==> src/rtl/uart_tx_fifo.sv <==
// uart_tx_fifo: synchronous transmit FIFO feeding the UART transmitter.
// Registered read data, no fall-through, overflow/underflow pulses.
module uart_tx_fifo #(
  parameter int DATA_WIDTH  = 8,
  parameter int ADDR_WIDTH  = 4,
  parameter int AFULL_LEVEL = 12
) (
  input  logic                  clk,
  input  logic                  reset_n,
  input  logic [DATA_WIDTH-1:0] wdata,
  input  logic                  we_n,
  input  logic                  re_n,
  input  logic                  flush,
  output logic [DATA_WIDTH-1:0] dout,
  output logic                  empty,
  output logic                  full,
  output logic                  afull,
  output logic [ADDR_WIDTH:0]   count,
  output logic                  overflow,
  output logic                  underflow
);

  localparam int DEPTH = 1 << ADDR_WIDTH;
  localparam logic [ADDR_WIDTH:0] DEPTH_C =
    (ADDR_WIDTH+1)'(DEPTH);
  localparam logic [ADDR_WIDTH:0] AFULL_C =
    (ADDR_WIDTH+1)'(AFULL_LEVEL);

  logic [DATA_WIDTH-1:0] mem [DEPTH];
  logic [ADDR_WIDTH-1:0] wr_ptr;
  logic [ADDR_WIDTH-1:0] rd_ptr;
  logic                  rd_ok;
  logic                  wr_ok;

  assign empty = (count == '0);
  assign full  = (count == DEPTH_C);
  assign afull = (count >= AFULL_C);

  // A write into a full FIFO is only legal
  // when a read frees a slot on the same edge.
  assign rd_ok = !re_n && !empty;
  assign wr_ok = !we_n && (!full || rd_ok);

  // Storage array; contents are never cleared.
  always_ff @(posedge clk) begin
    if (reset_n && !flush && wr_ok)
      mem[wr_ptr] <= wdata;
  end

  // Pointers, occupancy, read data and error pulses.
  always_ff @(posedge clk or negedge reset_n) begin
    if (!reset_n) begin
      wr_ptr    <= '0;
      rd_ptr    <= '0;
      count     <= '0;
      dout      <= '0;
      overflow  <= 1'b0;
      underflow <= 1'b0;
    end else if (flush) begin
      wr_ptr    <= '0;
      rd_ptr    <= '0;
      count     <= '0;
      dout      <= '0;
      overflow  <= 1'b0;
      underflow <= 1'b0;
    end else begin
      overflow  <= !we_n && full && !rd_ok;
      underflow <= !re_n && empty;
      if (wr_ok)
        wr_ptr <= wr_ptr + 1'b1;
      if (rd_ok) begin
        rd_ptr <= rd_ptr + 1'b1;
        dout   <= mem[rd_ptr];
      end
      unique case ({wr_ok, rd_ok})
        2'b10:   count <= count + 1'b1;
        2'b01:   count <= count - 1'b1;
        default: count <= count;
      endcase
    end
  end

endmodule

==> config.mk <==
export PLATFORM = sky130hd
export DESIGN_NAME = uart_tx_fifo
export DESIGN_NICKNAME = d
export VERILOG_FILES = /design/src/rtl/uart_tx_fifo.sv
export SDC_FILE = /design/constraint.sdc
export NUM_CORES = 1
export LEC_CHECK = 0
export CORE_MARGIN = 2
export CORE_UTILIZATION = 63
export CTS_CLUSTER_SIZE = 20
export DETAILED_ROUTE_END_ITERATION = 7
export DONT_BUFFER_PORTS = 1
export MAX_ROUTING_LAYER = met4
export PLACE_DENSITY = 0.91
export SYNTH_ARGS = -nofsm -noshare
export SYNTH_HDL_FRONTEND = slang
export SYNTH_SLANG_ARGS = --single-unit
==> constraint.sdc <==
create_clock -name clk -period 3.7 [get_ports clk]
set_clock_uncertainty 0.05 [all_clocks]
set_input_delay 0.555 -clock clk [delete_from_list [all_inputs] [get_ports clk]]
set_output_delay 0.555 -clock clk [all_outputs]
set_load 0.005 [all_outputs]
==> flow_summary.toml <==
[route]
wl_per_cell_um = 25.9
via_count = 3280
drt_iter0_markers = 324
ant_nets = 0
wl_um = 13000
vias_per_cell = 6.56
first_pass_iters = 5
drc_errors = 0

[synthesis]
synthXorXnorAreaFrac_pct = 0.700
synth_area_leaders = "edfxtp_1 61%, mux4_2 12%, dfrtp_1 9.2%"
synthMuxAreaShare_pct = 14.7
synth_cell_types = 47
yosys_register_bits = 151
synth_common_cells = "128 x edfxtp_1, 32 x mux4_2, 23 x dfrtp_1, 23 x nor2_1, 19 x mux2i_1"
synth.most_common_cell = "edfxtp_1"
yosys.area_share.simple_pct = 5.84
ys_seq_area_share_pct = 70.6
synth_top_family_by_area = "multiplexers"
ys.warnings.count = 0
synth_edf_count = 128
syn_area_um2 = 6260
yosysTopAreaCell = "edfxtp_1"
synthAdderAreaFrac_pct = 1.40
ys_async_sr_fraction_pct = 15.2
synth_compound_area_share_pct = 4.76
ys.flop_type = "edfxtp_1"
avgSynthCellArea_um2 = 18.0
syn_inst = 347
synth_top_area_share_pct = 61.4
synth_fp_nets = 367

[timing]
slew_headroom_pct = 22.9
setup_violations = 0
fin_setup_tns_ns = 0
fmax_mhz = 325
worst_slew_pin_slew_ns = 1.16
hold_viol_final = 0
slew_viol_final = 0
period_share_pct = 83.3
rsz0062_at_grt = "false"
period_needed_ns = 3.08

[layout]
num-fill-cells = 570
multi_input_area_um2 = 1720
fin_area_um2 = 7010
final_core_util_pct = 72.1
nets = 375
antenna_cells = 0
seqCellArea_um2 = 4420
syn2layout_area_growth_pct = 12.0
drive_gt1_share_pct = 21.3
stdcell_count = 500

[die]
ios = 31
dieArea_um2 = 10700
rows = 36
die_h_um = 104
dieWidth_um = 104
start_util_pct = 64.3
coreArea_um2 = 9730

[global_route]
track_usage_pct = 26.7
grt_pass1_wl_um = 20200
grt_max_degree = 29
grt_overflow_total = 0
grt_pass1_vias = 3443
grt_antenna_before_repair = 0

[cts]
h-tree-depth = 4
clkTransAtPathRegs_ns = 0.06
numClockSinks = 151
insertion_delay_ns = 0.53
cts_buffers = 17
clockRootBuffer = "clkbuf_8"
cts_tree = "built"
cts_setup_buffers = 0
cts_buffer_depth = 2

[power]
p_clk_share_pct = 39.3
pwr-share-seq_pct = 46.5
p_leak_uw = 0.00235
peakVddDrop_mv = 0.449
totalPowerFinal_uw = 4550
switching_share_pct = 25.4
p_per_area_nw_per_um2 = 650
internal_power_uw = 3400
power.switching_uw = 1160
comb_power_share_pct = 14.2

[place]
io_buffers = 0
dpl-instance-area_um2 = 6390
dp_hpwl_um = 7640
place_congestion = 0.899
dpl.cell_count = 468

[worst_setup_path]
worstPathMaxFanout = 11
cp.arrival_ns = 3.49
cp-start-kind = "flop"
worstPathRequired_ns = 4.11
crit_type = "reg2reg"
cp-end-kind = "flop"

[run_status]
status = "complete, no violations"

[min_path]
hold_path_class = "in2reg"

[run]
drv_cap = 0
## final timing paths
path                           from  slack, ns  depth (start not counted)        end
setup / recovery           count[4]       0.62                          8   count[4]
hold / removal                flush       0.03                          1   count[4]
setup reg to reg           count[4]       0.62                          8   count[4]
hold reg to reg             dout[1]       0.46                          1    dout[1]
max in group asynchronous   reset_n       2.28                          1  rd_ptr[1]
min in group asynchronous   reset_n       0.61                          1    dout[4]
## cells in the final DEF (no fill, tap or decap), types with 2 or more instances in the layout
cell,n
nor4_1,2
nand3b_1,6
a31oi_1,4
clkinv_2,3
dfrtp_1,22
o21ai_0,2
mux2i_1,19
o221ai_1,5
xnor2_1,4
a21oi_1,4
nand2_1,7
buf_4,9
o211ai_2,2
clkbuf_16,16
edfxtp_1,128
a311oi_1,2
inv_1,6
mux4_2,32
clkbuf_1,4
a21o_1,5
o22ai_1,3
nor2b_1,2
ha_1,7
nor2_1,23
or3b_2,2
nor3_1,11
bufinv_16,5
nand2b_1,4
nand3_1,4
## logic make-up after synthesis
| group | after synthesis |
|---|---|
| mux | 52 |
| xor+xnor | 5 |
| flops | 151 |
| fa+ha+maj | 7 |
| simple gates | 68 |
| buf+inv | 27 |
| compound gates | 37 |
## state kept, by name (all words and copies together) (netlist names)
name and cells:
overflow 1, underflow 1, mem 128, rd_ptr 4
dout 8, wr_ptr 4, count 5
## area by class of cell
| type | instances | share of cell area, % |
|---|---|---|
| Sequential cell | 151 | 63.1 |
| Multi-Input combinational cell | 169 | 24.5 |
| Clock inverter | 10 | 2.53 |
| Timing Repair Buffer | 10 | 1.11 |
| Tap cell | 133 | 2.37 |
| Inverter | 6 | 0.321 |
| Clock buffer | 21 | 6.12 |
## power groups by stage
stage / registers, µW / clock network (µW) / logic (µW)
after global routing: 2140 / 1880 / 687
final: 2120 / 1790 / 646
after detailed placement: 2150 / 0 / 613
after CTS: 2120 / 1810 / 638
after floorplan: 2000 / 0 / 634
after global placement: 2140 / 0 / 586
## worst max-delay path: stages, from the launching register on
cell	delay, ns
dfrtp_1	0.52
or4_4	0.68
o21ai_1	0.27
inv_1	0.14
ha_1	0.34
a31oi_1	0.27
nor3_1	0.10
or3b_2	0.47
a31oi_1	0.16
## per-stage QoR
stage	worst slack [ns]	hold WS, ns
2_1_floorplan	0.891	0.209
3_5_place_dp	0.716	0.210
4_1_cts	0.686	0.0134
5_1_grt	0.508	0.00945
6_report	0.619	0.0280
3_3_place_gp	0.852	0.210
## metal layers
metal	part of all wire, %	GRT usage, %
met1	39	32.8
met2	52	42.9
met3	7.1	8.50
met4	1.9	8.40
met5	0	-
## timing repair
item	in CTS	in global routing
endpoints found under the hold margin	23	0
resized for setup	0	0
hold buffers	1	0
No activity file was read; power rests on OpenSTA's default activity.
